[config.mk]
export PLATFORM = sky130hd
export DESIGN_NAME = risc_result_uart
export DESIGN_NICKNAME = d
export VERILOG_FILES = /design/src/rtl/risc_result_uart.sv
export SDC_FILE = /design/constraint.sdc
export NUM_CORES = 1
export LEC_CHECK = 0
export ABC_AREA = 0
export CORE_ASPECT_RATIO = 1.2
export CORE_MARGIN = 3
export CORE_UTILIZATION = 60
export DETAILED_ROUTE_END_ITERATION = 6
export PLACE_DENSITY = 0.79
export SKIP_LAST_GASP = 1
export SYNTH_ARGS = -nofsm -noshare
export SYNTH_HDL_FRONTEND = slang
export SYNTH_SLANG_ARGS = --single-unit
[constraint.sdc]
create_clock -name clk -period 8.6 [get_ports clk]
set_input_delay 2.15 -clock clk [delete_from_list [all_inputs] [get_ports clk]]
set_output_delay 2.15 -clock clk [all_outputs]
set_load 0.1 [all_outputs]
[src/rtl/risc_result_uart.sv]
// Result-bus observer for the miniRISC core: captures each new {out1,out2} pair
// into a small FIFO and serialises it as a 9-byte 8N1 UART frame (A5 + 8 data bytes).
module risc_result_uart #(
  parameter int CLKS_PER_BIT = 16,
  parameter int FIFO_DEPTH   = 4
) (
  input  logic        clk,
  input  logic        rst,
  input  logic        en,
  input  logic [31:0] out1,
  input  logic [31:0] out2,
  output logic        tx,
  output logic        busy,
  output logic        overflow
);

  localparam int CNT_W = (CLKS_PER_BIT > 1) ? $clog2(CLKS_PER_BIT) : 1;
  localparam int PTR_W = $clog2(FIFO_DEPTH);
  localparam logic [CNT_W-1:0] CNT_LAST  = CNT_W'(CLKS_PER_BIT - 1);
  localparam logic [PTR_W:0]   FIFO_FULL = (PTR_W + 1)'(FIFO_DEPTH);
  localparam logic [7:0]       SYNC_BYTE = 8'hA5;
  localparam logic [3:0]       LAST_BYTE = 4'd8;

  typedef enum logic [1:0] {
    IDLE,
    START,
    DATA,
    STOP
  } state_e;

  logic [63:0]      pair;
  logic [63:0]      last_q, last_d;
  logic [63:0]      fifo_mem [FIFO_DEPTH];
  logic [PTR_W-1:0] wr_ptr_q, wr_ptr_d;
  logic [PTR_W-1:0] rd_ptr_q, rd_ptr_d;
  logic [PTR_W:0]   count_q, count_d;
  logic             ovf_q, ovf_d;
  logic             change, push, pop;

  state_e           state_q, state_d;
  logic [CNT_W-1:0] cnt_q, cnt_d;
  logic [2:0]       bit_q, bit_d;
  logic [3:0]       byte_q, byte_d;
  logic [63:0]      frame_q, frame_d;
  logic [7:0]       cur_byte;
  logic             tx_q, tx_d;
  logic             busy_q, busy_d;

  assign pair   = {out1, out2};
  assign change = en && (pair != last_q);

  // A pop in the same cycle frees a slot, so a push on a full FIFO still fits.
  always_comb begin
    push     = change && ((count_q != FIFO_FULL) || pop);
    last_d   = change ? pair : last_q;
    ovf_d    = ovf_q || (change && !push);
    wr_ptr_d = push ? wr_ptr_q + 1'b1 : wr_ptr_q;
    rd_ptr_d = pop ? rd_ptr_q + 1'b1 : rd_ptr_q;
    count_d  = count_q + (PTR_W + 1)'(push) - (PTR_W + 1)'(pop);
  end

  always_ff @(posedge clk) begin
    if (push) begin
      fifo_mem[wr_ptr_q] <= pair;
    end
  end

  // Byte 0 is the sync byte; later bytes come from the top of the frame register.
  assign cur_byte = (byte_q == 4'd0) ? SYNC_BYTE : frame_q[63:56];

  always_comb begin
    state_d = state_q;
    cnt_d   = cnt_q;
    bit_d   = bit_q;
    byte_d  = byte_q;
    frame_d = frame_q;
    tx_d    = tx_q;
    pop     = 1'b0;
    unique case (state_q)
      IDLE: begin
        tx_d = 1'b1;
        if (count_q != '0) begin
          pop     = 1'b1;
          frame_d = fifo_mem[rd_ptr_q];
          byte_d  = 4'd0;
          cnt_d   = '0;
          state_d = START;
          tx_d    = 1'b0;
        end
      end
      START: begin
        if (cnt_q == CNT_LAST) begin
          cnt_d   = '0;
          bit_d   = 3'd0;
          state_d = DATA;
          tx_d    = cur_byte[0];
        end else begin
          cnt_d = cnt_q + 1'b1;
        end
      end
      DATA: begin
        if (cnt_q == CNT_LAST) begin
          cnt_d = '0;
          if (bit_q == 3'd7) begin
            state_d = STOP;
            tx_d    = 1'b1;
          end else begin
            bit_d = bit_q + 3'd1;
            tx_d  = cur_byte[bit_q + 3'd1];
          end
        end else begin
          cnt_d = cnt_q + 1'b1;
        end
      end
      STOP: begin
        if (cnt_q == CNT_LAST) begin
          cnt_d = '0;
          if (byte_q < LAST_BYTE) begin
            if (byte_q != 4'd0) begin
              frame_d = {frame_q[55:0], 8'h00};
            end
            byte_d  = byte_q + 4'd1;
            state_d = START;
            tx_d    = 1'b0;
          end else begin
            state_d = IDLE;
            tx_d    = 1'b1;
          end
        end else begin
          cnt_d = cnt_q + 1'b1;
        end
      end
      default: begin
        state_d = IDLE;
        tx_d    = 1'b1;
      end
    endcase
    busy_d = (state_d != IDLE) || (count_d != '0);
  end

  always_ff @(posedge clk or negedge rst) begin
    if (!rst) begin
      last_q   <= '0;
      wr_ptr_q <= '0;
      rd_ptr_q <= '0;
      count_q  <= '0;
      ovf_q    <= 1'b0;
      state_q  <= IDLE;
      cnt_q    <= '0;
      bit_q    <= '0;
      byte_q   <= '0;
      tx_q     <= 1'b1;
      busy_q   <= 1'b0;
    end else begin
      last_q   <= last_d;
      wr_ptr_q <= wr_ptr_d;
      rd_ptr_q <= rd_ptr_d;
      count_q  <= count_d;
      ovf_q    <= ovf_d;
      state_q  <= state_d;
      cnt_q    <= cnt_d;
      bit_q    <= bit_d;
      byte_q   <= byte_d;
      tx_q     <= tx_d;
      busy_q   <= busy_d;
    end
  end

  always_ff @(posedge clk) begin
    frame_q <= frame_d;
  end

  assign tx       = tx_q;
  assign busy     = busy_q;
  assign overflow = ovf_q;

endmodule

# ---- Word level (Yosys, flattened, before mapping)
# Memory sizes are Yosys's and may differ from the RTL's.
# Cells that the tools add are included.
dict set report op_classes {
  add_sub_neg 7
  n_mul 0
  div 0
  order_cmp 2
  n_eq_ne 14
  shift 0
  n_mux 36
  n_bitwise 0
  n_reduce_logical 20
}
# operator count
set ops {}
lappend ops {{$mux 64} 4}
lappend ops {{$pmux 64 s2} 1}
lappend ops {{$ne 64x64->1} 1}
lappend ops {{$mux 4} 4}
lappend ops {{$pmux 4 s2} 2}
lappend ops {{$ne 2x2->1 const B} 7}
lappend ops {{$mux 1} 12}
lappend ops {{$mux 2} 5}
lappend ops {{$mux 3} 3}
lappend ops {{$add 4x1->4 const B} 2}
lappend ops {{$mux 8} 1}
lappend ops {{$pmux 2 s4} 1}
lappend ops {{$reduce_and 4->1} 2}
lappend ops {{$pmux 3 s2} 1}
lappend ops {{$reduce_bool 2->1} 3}
lappend ops {{$reduce_bool 3->1} 2}
lappend ops {{$reduce_and 5->1} 1}
lappend ops {{$add 2x1->2 const B} 2}
lappend ops {{$eq 2x2->1 const B} 2}
lappend ops {{$eq 4x4->1 const B} 1}
lappend ops {{$logic_not 4->1} 1}
lappend ops {{$lt 3x4->1 const B} 1}
lappend ops {{$lt 4x4->1 const B} 1}
lappend ops {{$pmux 1 s4} 1}
lappend ops {{other kinds (14)} 18}
dict set report word_totals {
  ff_bits 151
  latch_bits 0
  mem_bits_rw 256
  romBits 0
  wordCells 92
  n_memories 1
}
# memory words word_bits read_ports rd_clocked_by_memory_dff write_ports line_no
set memory_table {}
lappend memory_table {fifo_mem 4 64 1 0 1 33} ;# logic [63:0] fifo_mem [FIFO_DEPTH];

# ---- Longest topological paths before layout
dict set report depth {
  depth_word 9
  ltp_mapped 13
  depth_no_buf 13
}

# ---- Worst setup path before layout
# OpenSTA, ideal clock, no wires.
dict set report synth_timing {
  kind {input-to-reg}
  startpoint {input out2[1]}
  endpoint {memory fifo_mem[0][0] (enable)}
  setup_time_ps 487
  arrival_ps 5388
  t_required_ps 8113
  path_slack_ps 2725
  path_stages 6
  path_cell_list {xnor2_1 nand4_1 nor4_1 nand4_1 nand3_2 nor2_1}
}
dict set report synth_via {
  elab_chain_cells 5
}
# element line_no
set synth_rtl {}
lappend synth_rtl {{start, declared} 11} ;# input logic [31:0] out2,
lappend synth_rtl {{$ne 64x64->1} 50} ;# assign change = en && (pair != last_q);
lappend synth_rtl {{$logic_and 1x1->1} 50}
lappend synth_rtl {{$logic_and 1x1->1} 54} ;# push = change && ((count_q != FIFO_FULL) || pop);
lappend synth_rtl {{$mux 1} 63} ;# if (push) begin
lappend synth_rtl {{$mux 1 (implied by the code)} 64} ;# fifo_mem[wr_ptr_q] <= pair;
lappend synth_rtl {{end, declared} 33}
# No other way between the ends.

# ---- Final worst setup path
dict set report layout_timing {
  startpoint {input out2[1]}
  endpoint {register busy_q, in the netlist busy}
}
dict set report layout_via {
  elab_chain_cells 7
}
# element line_no
set layout_rtl {}
lappend layout_rtl {{$ne 64x64->1} 50}
lappend layout_rtl {{$logic_and 1x1->1} 50}
lappend layout_rtl {{$logic_and 1x1->1} 54}
lappend layout_rtl {{$add 3x1->3} 59} ;# count_d = count_q + (PTR_W + 1)'(push) - (PTR_W + 1)'(pop);
lappend layout_rtl {{$sub 3x1->3} 59}
lappend layout_rtl {{via count_d[2]} 36} ;# logic [PTR_W:0] count_q, count_d;
lappend layout_rtl {{$reduce_bool 3->1} 138} ;# busy_d = (state_d != IDLE) || (count_d != '0);
lappend layout_rtl {{$logic_or 1x1->1} 138}
lappend layout_rtl {{via busy_d} 47} ;# logic busy_q, busy_d;
lappend layout_rtl {{end signal, assigned} 165} ;# busy_q <= busy_d;
lappend layout_rtl {{end, declared} 47}
# The timed path passes the listed nets, and every way through them passes these cells.
# A chain may end at the register's enable or synchronous reset.

==> metrics.yaml <==
final_layout:
  stdcell_area_um2: 18800
  mostFrequentLayoutCells: "320 x sky130_fd_sc_hd__edfxtp_1, 84 x sky130_fd_sc_hd__dfrtp_1, 73 x sky130_fd_sc_hd__mux2_2"
  area.sequential_um2: 11800
  multiInputGateArea_um2: 4480
  antenna-diode-count: 0
  final_nets: 1003
  mostFrequentLayoutCell: "sky130_fd_sc_hd__edfxtp_1"
  share_of_the_core_filled_with_cells_in_the_final_layout_pct: 70.3
  layout-drive-gt1-share_pct: 28.5
  fill_cells: 1631
  number_of_standard_cells_in_the_layout_taps_in_and_fillers_out: 1291
  syn_to_final_growth_pct: 13.7
worst_setup_path:
  worst_ep_arrival_time_ns: 5.96
  worstPathCellList: "clkdlybuf4s50_1 -> xnor2_1 -> nand4_1 -> nor4_1 -> nand4_1 -> nand3_2 -> ha_1 -> inv_1 -> ha_1 -> fa_1 -> xnor2_1 -> xnor2_1 -> a2111oi_0 -> nand2_1"
  timing.critical_path.max_delay_family: "simple AND/OR/NAND/NOR gates"
  worst-path-buf-inv: 2
  timing.critical_path.slowest_stage_cell: "sky130_fd_sc_hd__nor4_1"
  slowest_delay_ns: 0.55
  cp.required_ns: 8.99
  maximum_fanout_count_along_the_critical_path: 7
  criticalPathCategory: "in -> reg"
  worstSetupStartpointType: "input port"
  setup.worst_path.end_class: "flop"
  path_common_cell: "sky130_fd_sc_hd__xnor2_1"
detailed_routing:
  wire_per_inst_um: 24.6
  firstDrtPassIters: 5
  routed_via_density: 6.05
  count_of_routing_violations_after_the_opening_detailed_route_iteration: 724
  routed_wirelength_um: 31800
  drtAntennaViolNets: 0
  route.vias.total: 7805
  drt_drc_violations_left: 0
timing:
  grt_setup_unrepaired: "false"
  timing.setup.tns_ns: 0
  max_freq_ghz: 0.179
  final_max_slew_viol_count: 0
  tightestPinTransition_ns: 1.07
  finClkSkew_ns: 0.0179
  timing.final.crit_period_ns: 5.58
  setup_viol: 0
  maxSlewHeadroom_pct: 28.7
  finalHoldViolCount: 0
  timing.final.crit_share_pct: 64.8
  hold_slack_ns: 0.477
synthesis:
  synth_warnings: 0
  synth_top_area_share_pct: 58.2
  synth.cell_area_um2: 16500
  synth_top_area_cell: "sky130_fd_sc_hd__edfxtp_1"
  synth_cell_type_count: 42
  sequential_fraction_of_the_synthesis_area_pct: 71.4
  syn-instance-count: 836
  synth_flop_cell: "sky130_fd_sc_hd__edfxtp_1"
  synthTopCellsByArea: "sky130_fd_sc_hd__edfxtp_1 58%, sky130_fd_sc_hd__dfrtp_1 13%, sky130_fd_sc_hd__mux4_2 8.9%"
  synth_async_sr_flop_share_pct: 21.4
  post_synth_edffs: 320
  synth_nets: 915
  synth_seq_cells: 407
  synth.avg_cell_area_um2: 19.7
global_route:
  grt_pass1_wl_um: 49900
  grt.total_usage_pct: 22.5
  initial_antenna_violation_count: 0
  grt_remaining_overflow: 0
  first_global_vias: 8261
  pin_count_of_the_biggest_net_entering_global_routing: 66
clock_tree:
  cts_htree_levels: 2
  ctsHoldBuffers: 0
  post-cts-setup-buffers: 0
  cts.sink_count: 407
  cts_made_buffers: 40
  cts_root_buffer: "sky130_fd_sc_hd__clkbuf_16"
  tritoncts: "built"
  clockBufferDepth: 3
  cts.reportedPaths.clkPinSlew_ns: 0.06
  post_cts_gate_resize_count: 0
  worstSkewPairLatency_ns: 0.53
place:
  total_cell_area_at_the_placement_stage_um2: 17500
  placedCellCount: 1217
  placement.io_buffers: 69
  routability_driven_placement_congestion_ratio: 0.799
  dp_hpwl_um: 18900
hold_path:
  hp-class: "reg -> reg"
die:
  die_y_um: 188
  boundaryPins: 70
  std_cell_rows: 65
  core_um2: 26700
  effective_utilization_at_floorplan_pct: 61.9
  chipWidth_um: 157
  die_area_um2: 29500
power_and_ir_drop:
  irDropWorstVdd_v: 0.000221
  p_leak_nw: 6.51
  cellPowerDensity_nw_per_um2: 255
run_status:
  outcome: "complete, no violations"
run:
  max_cap_violations: 0
## flip-flops by register name (all words and copies together) (netlist names)
name	cells
bit_q	3
busy	1
byte_q	4
cnt_q	4
count_q	3
fifo_mem	256
frame_q	64
last_q	64
overflow	1
rd_ptr_q	2
state_q	2
tx	1
wr_ptr_q	2
## kinds of logic after synthesis
kind of cell,Yosys count,synth area share (%)
multiplexers,188,18.4
AND/OR/NAND/NOR,80,2.56
flip-flops,407,71.4
adder cells (fa/ha/maj),12,0.955
buffers and inverters,47,1.74
AO/OA/AOI/OAI,31,1.20
XOR/XNOR,71,3.77
## metal layers
layer,track usage (%),routed length (µm)
met1,32.2,13200
met2,36.8,16300
met3,3.55,1580
met4,5.74,703
met5,0,0
## cell usage after synthesis, types with 2 or more instances
library cell / count
sky130_fd_sc_hd__a21o_1: 2
sky130_fd_sc_hd__a21oi_1: 5
sky130_fd_sc_hd__a22oi_1: 2
sky130_fd_sc_hd__and2_1: 9
sky130_fd_sc_hd__buf_1: 10
sky130_fd_sc_hd__buf_12: 6
sky130_fd_sc_hd__buf_2: 7
sky130_fd_sc_hd__clkbuf_1: 9
sky130_fd_sc_hd__dfrtp_1: 86
sky130_fd_sc_hd__edfxtp_1: 320
sky130_fd_sc_hd__ha_1: 11
sky130_fd_sc_hd__inv_1: 14
sky130_fd_sc_hd__mux2_2: 73
sky130_fd_sc_hd__mux2_4: 49
sky130_fd_sc_hd__mux4_2: 65
sky130_fd_sc_hd__nand2_1: 15
sky130_fd_sc_hd__nand3_1: 7
sky130_fd_sc_hd__nand4_1: 18
sky130_fd_sc_hd__nor2_1: 15
sky130_fd_sc_hd__nor3_1: 5
sky130_fd_sc_hd__nor4_1: 4
sky130_fd_sc_hd__o21ai_0: 13
sky130_fd_sc_hd__o31ai_1: 3
sky130_fd_sc_hd__xnor2_1: 70
## final cells by class
cell class	instances	area share, %
Clock buffer	47	5.75
Clock inverter	27	0.953
Inverter	14	0.280
Multi-Input combinational cell	382	23.9
Sequential cell	407	62.8
Tap cell	335	2.23
Timing Repair Buffer	79	4.07
## worst paths after layout
kind | from | endpoint | slack (ns) | cells past startpoint
setup / recovery | out2[1] | busy | 3.02 | 14
hold / removal | overflow | overflow | 0.48 | 1
setup reg to reg | last_q[1] | busy | 4.81 | 13
hold reg to reg | overflow | overflow | 0.48 | 1
max in group asynchronous | rst | rd_ptr_q[0] | 5.73 | 2
min in group asynchronous | rst | last_q[58] | 1.62 | 1
## per-stage QoR
stage	worst slack, ns	total power [W]
floorplan	2.73	0.00294
global placement	2.66	0.00314
detailed placement	2.45	0.00317
CTS	2.99	0.00483
global route	2.73	0.00497
finish	3.02	0.00479
## where the power goes
group	switching, W	internal, W	leakage (nW)
logic	0.000342	0.000243	1.93
registers	0.0000814	0.00246	3.95
clock network	0.000707	0.000957	0.632
total	0.00113	0.00366	6.51
No activity file was read; power rests on OpenSTA's default activity.
